**config.mk**
```make
export PLATFORM = sky130hd
export DESIGN_NAME = cubic_interp_1d
export DESIGN_NICKNAME = d
export VERILOG_FILES = /design/src/rtl/cubic_pkg.sv /design/src/rtl/tap_tag_delay.sv /design/src/rtl/cubic_interp_1d.sv
export SDC_FILE = /design/constraint.sdc
export NUM_CORES = 2
export LEC_CHECK = 0
export CORE_ASPECT_RATIO = 1.5
export CORE_MARGIN = 3
export CORE_UTILIZATION = 60
export CTS_BUF_LIST = sky130_fd_sc_hd__clkbuf_8
export CTS_CLUSTER_SIZE = 20
export DETAILED_ROUTE_END_ITERATION = 8
export GPL_ROUTABILITY_DRIVEN = 0
export GPL_TIMING_DRIVEN = 1
export PLACE_DENSITY = 0.8
export SLEW_MARGIN = 40
export SYNTH_ARGS = -nofsm -noshare
export SYNTH_HDL_FRONTEND = slang
export SYNTH_SLANG_ARGS = --single-unit
export TNS_END_PERCENT = 100
```
**constraint.sdc**
```tcl
create_clock -name clk -period 10.9 [get_ports clk]
set_input_delay 2.18 -clock clk [delete_from_list [all_inputs] [get_ports clk]]
set_output_delay 2.18 -clock clk [all_outputs]
set_load 0.02 [all_outputs]
```
**src/rtl/cubic_pkg.sv**
```systemverilog
// Shared constants and FSM encoding for the cubic-convolution interpolator.
package cubic_pkg;

    localparam int Q16_ONE       = 65536;
    localparam int Q16_TWO       = 131072;
    localparam int K_LAT_DEFAULT = 5;

    typedef enum logic [1:0] {
        IDLE  = 2'd0,
        ISSUE = 2'd1,
        WAIT  = 2'd2,
        OUT   = 2'd3
    } state_t;

endpackage

```
**src/rtl/tap_tag_delay.sv**
```systemverilog
// Delay line carrying {valid, tap index} alongside each distance sent to the kernel pipeline.
module tap_tag_delay #(
    parameter int DEPTH = 5
) (
    input  logic       clk,
    input  logic       rst,
    input  logic       in_valid,
    input  logic [1:0] in_idx,
    output logic       out_valid,
    output logic [1:0] out_idx,
    output logic       busy
);

    logic [DEPTH-1:0] vld_r;
    logic [1:0]       idx_r [DEPTH];

    // Shift tags one stage per cycle; reset drops every tag in flight
    always_ff @(posedge clk) begin
        if (rst) begin
            vld_r <= {DEPTH{1'b0}};
            for (int i = 0; i < DEPTH; i++) begin
                idx_r[i] <= 2'd0;
            end
        end else begin
            vld_r[0] <= in_valid;
            idx_r[0] <= in_idx;
            for (int i = 1; i < DEPTH; i++) begin
                vld_r[i] <= vld_r[i-1];
                idx_r[i] <= idx_r[i-1];
            end
        end
    end

    assign out_valid = vld_r[DEPTH-1];
    assign out_idx   = idx_r[DEPTH-1];
    assign busy      = |vld_r;

endmodule

```
**src/rtl/cubic_interp_1d.sv**
```systemverilog
// Cubic-convolution interpolator: issues four tap distances to the kernel pipeline,
// accumulates the returned weights against four samples, rounds and saturates.
module cubic_interp_1d
    import cubic_pkg::*;
#(
    parameter int SAMPLE_W = 16,
    parameter int R_WIDTH  = 18,
    parameter int K_LAT    = K_LAT_DEFAULT
) (
    input  logic                       clk,
    input  logic                       rst,
    input  logic                       s_valid,
    output logic                       s_ready,
    input  logic [15:0]                s_frac_q16,
    input  logic signed [SAMPLE_W-1:0] s_p0,
    input  logic signed [SAMPLE_W-1:0] s_p1,
    input  logic signed [SAMPLE_W-1:0] s_p2,
    input  logic signed [SAMPLE_W-1:0] s_p3,
    output logic [R_WIDTH-1:0]         k_r_q16,
    input  logic signed [31:0]         k_w_q16,
    output logic                       m_valid,
    input  logic                       m_ready,
    output logic signed [SAMPLE_W-1:0] m_y
);

    localparam logic signed [33:0] Y_MAX = 34'((64'sd1 <<< (SAMPLE_W - 1)) - 64'sd1);
    localparam logic signed [33:0] Y_MIN = ~Y_MAX;

    state_t                      state_r, state_s;
    logic [1:0]                  tap_cnt_r;
    logic [15:0]                 t_r;
    logic signed [SAMPLE_W-1:0]  p_r [4];
    logic signed [49:0]          acc_r;
    logic [R_WIDTH-1:0]          k_r_r;
    logic                        m_valid_r;
    logic signed [SAMPLE_W-1:0]  m_y_r;
    logic                        accept_s, finish_s, done_s;
    logic                        tag_vld_s, tag_busy_s;
    logic [1:0]                  tag_idx_s;
    logic signed [47:0]          prod_s;
    logic signed [33:0]          y_full_s;
    logic signed [SAMPLE_W-1:0]  y_sat_s;

    // Tap distances: d0=1+t, d1=t, d2=1-t, d3=2-t in unsigned Q16
    function automatic logic [R_WIDTH-1:0] tap_dist(input logic [1:0] idx, input logic [15:0] t);
        logic [R_WIDTH-1:0] tw;
        tw = R_WIDTH'(t);
        case (idx)
            2'd0:    tap_dist = R_WIDTH'(Q16_ONE) + tw;
            2'd1:    tap_dist = tw;
            2'd2:    tap_dist = R_WIDTH'(Q16_ONE) - tw;
            2'd3:    tap_dist = R_WIDTH'(Q16_TWO) - tw;
            default: tap_dist = {R_WIDTH{1'b0}};
        endcase
    endfunction

    tap_tag_delay #(.DEPTH(K_LAT)) u_tag (
        .clk       (clk),
        .rst       (rst),
        .in_valid  (state_r == ISSUE),
        .in_idx    (tap_cnt_r),
        .out_valid (tag_vld_s),
        .out_idx   (tag_idx_s),
        .busy      (tag_busy_s)
    );

    assign s_ready = (state_r == IDLE) && !rst;
    assign prod_s  = k_w_q16 * p_r[tag_idx_s];
    assign y_full_s = 34'((acc_r + 50'sd32768) >>> 16);

    // Next-state and handshake strobes
    always_comb begin
        state_s  = state_r;
        accept_s = 1'b0;
        finish_s = 1'b0;
        done_s   = 1'b0;
        case (state_r)
            IDLE: begin
                if (s_valid && !rst) begin
                    accept_s = 1'b1;
                    state_s  = ISSUE;
                end else begin
                    state_s  = IDLE;
                end
            end
            ISSUE: begin
                if (tap_cnt_r == 2'd3) begin
                    state_s = WAIT;
                end else begin
                    state_s = ISSUE;
                end
            end
            // An empty tag pipe means the last weight has already been summed
            WAIT: begin
                if (!tag_busy_s) begin
                    finish_s = 1'b1;
                    state_s  = OUT;
                end else begin
                    state_s  = WAIT;
                end
            end
            OUT: begin
                if (m_ready) begin
                    done_s  = 1'b1;
                    state_s = IDLE;
                end else begin
                    state_s = OUT;
                end
            end
            default: state_s = IDLE;
        endcase
    end

    // Clamp the rounded accumulator into the signed sample range
    always_comb begin
        y_sat_s = {SAMPLE_W{1'b0}};
        if (y_full_s > Y_MAX) begin
            y_sat_s = Y_MAX[SAMPLE_W-1:0];
        end else if (y_full_s < Y_MIN) begin
            y_sat_s = Y_MIN[SAMPLE_W-1:0];
        end else begin
            y_sat_s = y_full_s[SAMPLE_W-1:0];
        end
    end

    // FSM state register
    always_ff @(posedge clk) begin
        if (rst) begin
            state_r <= IDLE;
        end else begin
            state_r <= state_s;
        end
    end

    // Request capture, distance issue, MAC and result registers
    always_ff @(posedge clk) begin
        if (rst) begin
            tap_cnt_r <= 2'd0;
            t_r       <= 16'd0;
            for (int i = 0; i < 4; i++) begin
                p_r[i] <= {SAMPLE_W{1'b0}};
            end
            acc_r     <= 50'sd0;
            k_r_r     <= {R_WIDTH{1'b0}};
            m_valid_r <= 1'b0;
            m_y_r     <= {SAMPLE_W{1'b0}};
        end else begin
            if (accept_s) begin
                t_r       <= s_frac_q16;
                p_r[0]    <= s_p0;
                p_r[1]    <= s_p1;
                p_r[2]    <= s_p2;
                p_r[3]    <= s_p3;
                tap_cnt_r <= 2'd0;
                k_r_r     <= tap_dist(2'd0, s_frac_q16);
            end else if (state_r == ISSUE) begin
                tap_cnt_r <= tap_cnt_r + 2'd1;
                k_r_r     <= (tap_cnt_r == 2'd3) ? {R_WIDTH{1'b0}} : tap_dist(tap_cnt_r + 2'd1, t_r);
            end else begin
                k_r_r     <= {R_WIDTH{1'b0}};
            end

            if (accept_s) begin
                acc_r <= 50'sd0;
            end else if (tag_vld_s) begin
                acc_r <= acc_r + 50'(prod_s);
            end

            if (finish_s) begin
                m_valid_r <= 1'b1;
                m_y_r     <= y_sat_s;
            end else if (done_s) begin
                m_valid_r <= 1'b0;
            end
        end
    end

    assign k_r_q16 = k_r_r;
    assign m_valid = m_valid_r;
    assign m_y     = m_y_r;

endmodule

```
-- After elaboration in Yosys (flattened, before gate mapping)
Memories as Yosys holds them, arrays and structs flattened.
Cells that the tools add are included.
- output and inout port bits: 36
- bits of input ports: 116
- word-level logic and storage cells: 78
- flip-flop bits (word level): 110
- memory bits (writable): 74
- memories kept: 2
- memories (memory ; words ; width ; rd ports ; clocked after memory_dff ; write ports ; line ; text):
    p_r ; 4 ; 16 ; 1 ; 0 ; 4 ; cubic_interp_1d.sv:32 ; logic signed [SAMPLE_W-1:0] p_r [4];
    u_tag.idx_r ; 5 ; 2 ; 5 ; 0 ; 5 ; tap_tag_delay.sv:15 ; logic [1:0] idx_r [DEPTH];
- $add $sub $neg: 7
- mux-type cells: 34
- bitwise operators: 9
- equal/unequal tests: 7
- magnitude comparators: 2
- $mul: 1
- reductions and logical operators: 8
- operators by type and width (cell ; number):
    two-way mux 16 bit ; 6
    case mux 18 bit (4 select lines) ; 1
    two-way mux 18 bit ; 3
    adder 50 x 17 -> 50 bit (second input constant) ; 1
    adder 50 x 48 -> 50 bit ; 1
    multiplier 32 x 16 -> 48 bit ; 1
    adder 17 x 16 -> 18 bit (first input constant) ; 2
    > comparator 34 x 16 -> 1 bit (second input constant) ; 1
    < comparator 34 x 16 -> 1 bit (second input constant) ; 1
    subtractor 17 x 16 -> 18 bit (first input constant) ; 1
    subtractor 18 x 16 -> 18 bit (first input constant) ; 1
    two-way mux 1 bit ; 16
    two-way mux 2 bit ; 7
    == test 2 bit (second input constant) ; 5
    OR 1 bit ; 9
    case mux 2 bit (4 select lines) ; 1
    OR reduction 5 bit ; 1
    == test 2 x 1 -> 1 bit (second input constant) ; 2
    logical NOT 2 bit ; 2
    adder 2 x 1 -> 2 bit (second input constant) ; 1
    logical AND 1 bit ; 2
    nonzero test 2 bit ; 1
    OR reduction 2 bit ; 1
    logical NOT 1 bit ; 1

-- Longest topological paths before layout
- depth after elaboration: 8
- depth in mapped cells: 28
- gate-level depth less buffers: 25

-- Cells and area by module
From an unflattened synthesis, not the netlist that was laid out.
- cell total of the unflattened synthesis: 2938
- area, all modules: 27730.3 um^2
- modules (own cells, without submodules) (module ; instances ; cells an instance ; sequential area each (um^2) ; area an instance (um^2)):
    cubic_interp_1d ; 1 ; 2902 ; 4023.9 ; 27269.9
    tap_tag_delay ; 1 ; 36 ; 300.3 ; 460.4

-- Worst setup path after synthesis
Ideal clock, no wire load.
- path type: input to register
- start point: input port k_w_q16[5]
- end point: register acc_r[47]
- buffers on the path: 1
- setup slack: 2.602 ns
- setup time: 0.122 ns
- data required time: 10.778 ns
- data arrival time: 8.176 ns
- stages on the path: 23
- cell sequence: clkbuf_1 > nand2_1 > fa_1 > inv_1 > fa_1 > inv_1 > fa_1 > inv_1 > fa_1 > fa_1 > inv_1 > fa_1 > inv_1 > ha_1 > nand4_1 > or2_2 > o41ai_2 > a21oi_1 > o21ai_0 > nand3_1 > a21boi_0 > mux2i_1 > a311o_1
- word-level cells in the longest chain between the ends: 2
- ends and longest elaborated chain (what ; line ; text):
    start: declaration ; cubic_interp_1d.sv:20 ; input logic signed [31:0] k_w_q16,
    multiplier 32 x 16 -> 48 bit ; cubic_interp_1d.sv:68 ; assign prod_s = k_w_q16 * p_r[tag_idx_s];
    adder 50 x 48 -> 50 bit ; cubic_interp_1d.sv:166 ; acc_r <= acc_r + 50'(prod_s);
    end signal: assignment ; cubic_interp_1d.sv:166 ;
    end: declaration ; cubic_interp_1d.sv:33 ; logic signed [49:0] acc_r;
No other way between the ends.
A chain may end at the register's enable or synchronous reset.

-- Final worst setup path
- start point: input port k_w_q16[3]
- end point: register acc_r[47]
The elaborated chain is that of the path after synthesis.

==> flow_summary.toml <==
[synthesis]
yosys_most_used_dff = "dfxtp_1"
synth_warnings = 0
syn-num-nets = 3686
synth-edff-count = 64
synth.yosys.seq_area_share = 0.159
netlist.area_leader.share = 0.400
yosysMostFrequentCell = "inv_1"
synth_cell_types = 65
synthTopCellsByCount = "inv_1, fa_1, nand2_1"
ys_ff_latch = 184
async_flop_share = 0
yosys-top-cells-area = "fa_1, dfxtp_1, inv_1"
synth_area_sq_um = 27300
yosysTopAreaCell = "fa_1"
synth_area_per_cell_sq_um = 9.45
synthesis.instances = 2885

[cts]
htree_num_levels = 4
cts_tree = "yes"
post_cts_buffers = 0
cts.sinks = 184
ctsHoldBuffers = 0
clockRootBuffer = "clkbuf_8"
path_clk_slew_ps = 90
clkLatencyLatePin_ps = 460
post_cts_resized = 0
clockBufferDepth = 2
cts_made_buffers = 17

[placed_design]
place_ws_ps = 1350
numPortBuffers = 151
dpl.cell_count = 3485
dp_hpwl_mm = 56.2

[timing]
maxSlewViolCount = 0
rsz0062_at_grt = "no"
fin_crit_sh = 0.841
setup_tns_ps = 0
setup_viol = 0
period_needed_ps = 9170
slew_headroom = 0.393
hold_violations = 0
final.setup_skew_ps = 18.6
setup_ws_ps = 1730
fmax_ghz = 0.109
worst_slew_pin_slew_ps = 910

[setup_path]
critical_path_class = "primary input to flip-flop"
cp.required_ps = 11250
start_kind = "primary input"
worstPathMaxFanout = 16
crit_arrival_ps = 9520
critPathCaptureType = "flip-flop"

[final_layout]
fillers = 3469
final_util = 0.659
drive_gt1_frac = 0.0317
seqCellArea_sq_um = 4330
final_nets = 3724
final_cells = 3523
multi_input_area_sq_um = 20300
area_delta_synth_final_pct = 8.24

[detailed_routing]
vias = 20359
dr.pass1.iters = 5
wl_per_cell_um = 19.6
postRouteAntennaNets = 0
viasPerCell = 5.78
drt_iter0_drc = 1312
routed_wl_mm = 69.2
drc = 0

[floorplan]
start_util = 0.609
coreArea_sq_um = 44800
dieArea_sq_um = 48100
fp.dieW_um = 180
num_rows = 95
fp.dieH_um = 267
io_pins = 152

[outcome]
status = "finished, final reports clean"

[global_route]
overflow = 0
grt_pass1_wl_mm = 115
antenna_found_initial = 4
first_global_vias = 22653
grt_max_degree = 68
gr-usage-all-layers = 0.300

[worst_hold_path]
hold_class = "flip-flop to flip-flop"

[run]
maxCapViolations = 0
logic make-up after synthesis:
family          Yosys count  share of synthesized area
fa+ha+maj               685                      0.464
mux                      50                     0.0254
buf+inv                 726                      0.100
compound gates          275                     0.0667
xor+xnor                 77                     0.0247
simple gates            888                      0.160
flops                   184                      0.159
area by class of cell:
cell class,count,area share
multi-input combinational,1975,0.686
sequential,184,0.147
inverter,579,0.0738
timing repair buffer,166,0.0550
tap,582,0.0247
clock buffer,19,0.00886
clock inverter,13,0.00449
antenna,5,0.000424
per-layer routing:
metal	part of all wire	up-vias	GRT usage
met1	0.34	10264	0.327
li1	-	8956	-
met5	0	-	0
met3	0.055	303	0.0446
met4	0.073	0	0.183
met2	0.53	836	0.550
critical path: stages:
cell and delay, ps:
clkdlybuf4s50_1 750, and2_1 340, fa_1 560, inv_1 50, fa_1 470, inv_1 50
fa_1 520, fa_1 540, fa_1 580, inv_1 70, fa_1 540, inv_1 40
ha_1 350, nand4_1 130, or2_2 320, o41ai_2 670, a21oi_1 260, o21ai_0 340
nand3_1 110, a21boi_0 220, mux2i_1 100, a311o_1 310
flip-flops by register name (all words and copies together), names as in the netlist:
| name | count |
|---|---|
| u_tag.idx_r | 10 |
| acc_r | 50 |
| t_r | 16 |
| state_r | 2 |
| m_valid | 1 |
| p_r | 64 |
| tap_cnt_r | 2 |
| k_r_q16 | 18 |
| u_tag.vld_r | 5 |
| m_y | 16 |
stage by stage:
stage	hold slack, ps	instance area [sq um]
global placement	416	29100
CTS	447	29500
floorplan	414	27300
finish	441	29500
global route	457	29500
detailed placement	425	29100
worst paths after layout:
check                                  startpoint           endpoint  slack, ps  cells past startpoint
worst min register to register  u_tag.idx_r[1][1]  u_tag.idx_r[2][1]        440                      1
worst min-delay path            u_tag.idx_r[1][1]  u_tag.idx_r[2][1]        440                      1
worst max-delay path                   k_w_q16[3]          acc_r[47]       1730                     22
worst max register to register  u_tag.idx_r[4][0]          acc_r[47]       2400                     22
cells in the final DEF (no fill, tap or decap), types with 6 or more instances in the layout:
cell type | Yosys | layout
o21ai_0 | 72 | 72
nand2b_1 | 8 | 8
nor2_1 | 125 | 121
a21oi_1 | 57 | 57
ha_1 | 140 | 140
nand4_1 | 23 | 23
inv_1 | 578 | 577
a22o_1 | 20 | 20
clkbuf_8 | 0 | 19
a221o_1 | 13 | 13
xnor2_1 | 53 | 53
clkdlybuf4s50_1 | 0 | 150
nand2_1 | 342 | 342
nor2b_1 | 19 | 19
a21o_1 | 28 | 28
and2_1 | 219 | 219
nor3_1 | 23 | 21
a211oi_1 | 10 | 10
mux4_2 | 15 | 13
a31oi_1 | 11 | 11
edfxtp_1 | 64 | 64
o21bai_1 | 12 | 12
buf_4 | 0 | 14
nand3_1 | 31 | 31
mux2i_1 | 32 | 32
xor2_1 | 24 | 24
and3_1 | 70 | 70
dfxtp_1 | 120 | 118
fa_1 | 545 | 544
o21a_1 | 6 | 6
Power is left out: the tool's default activity adds up to more than one toggle a clock period on the data nets, which glitch-free logic cannot reach.
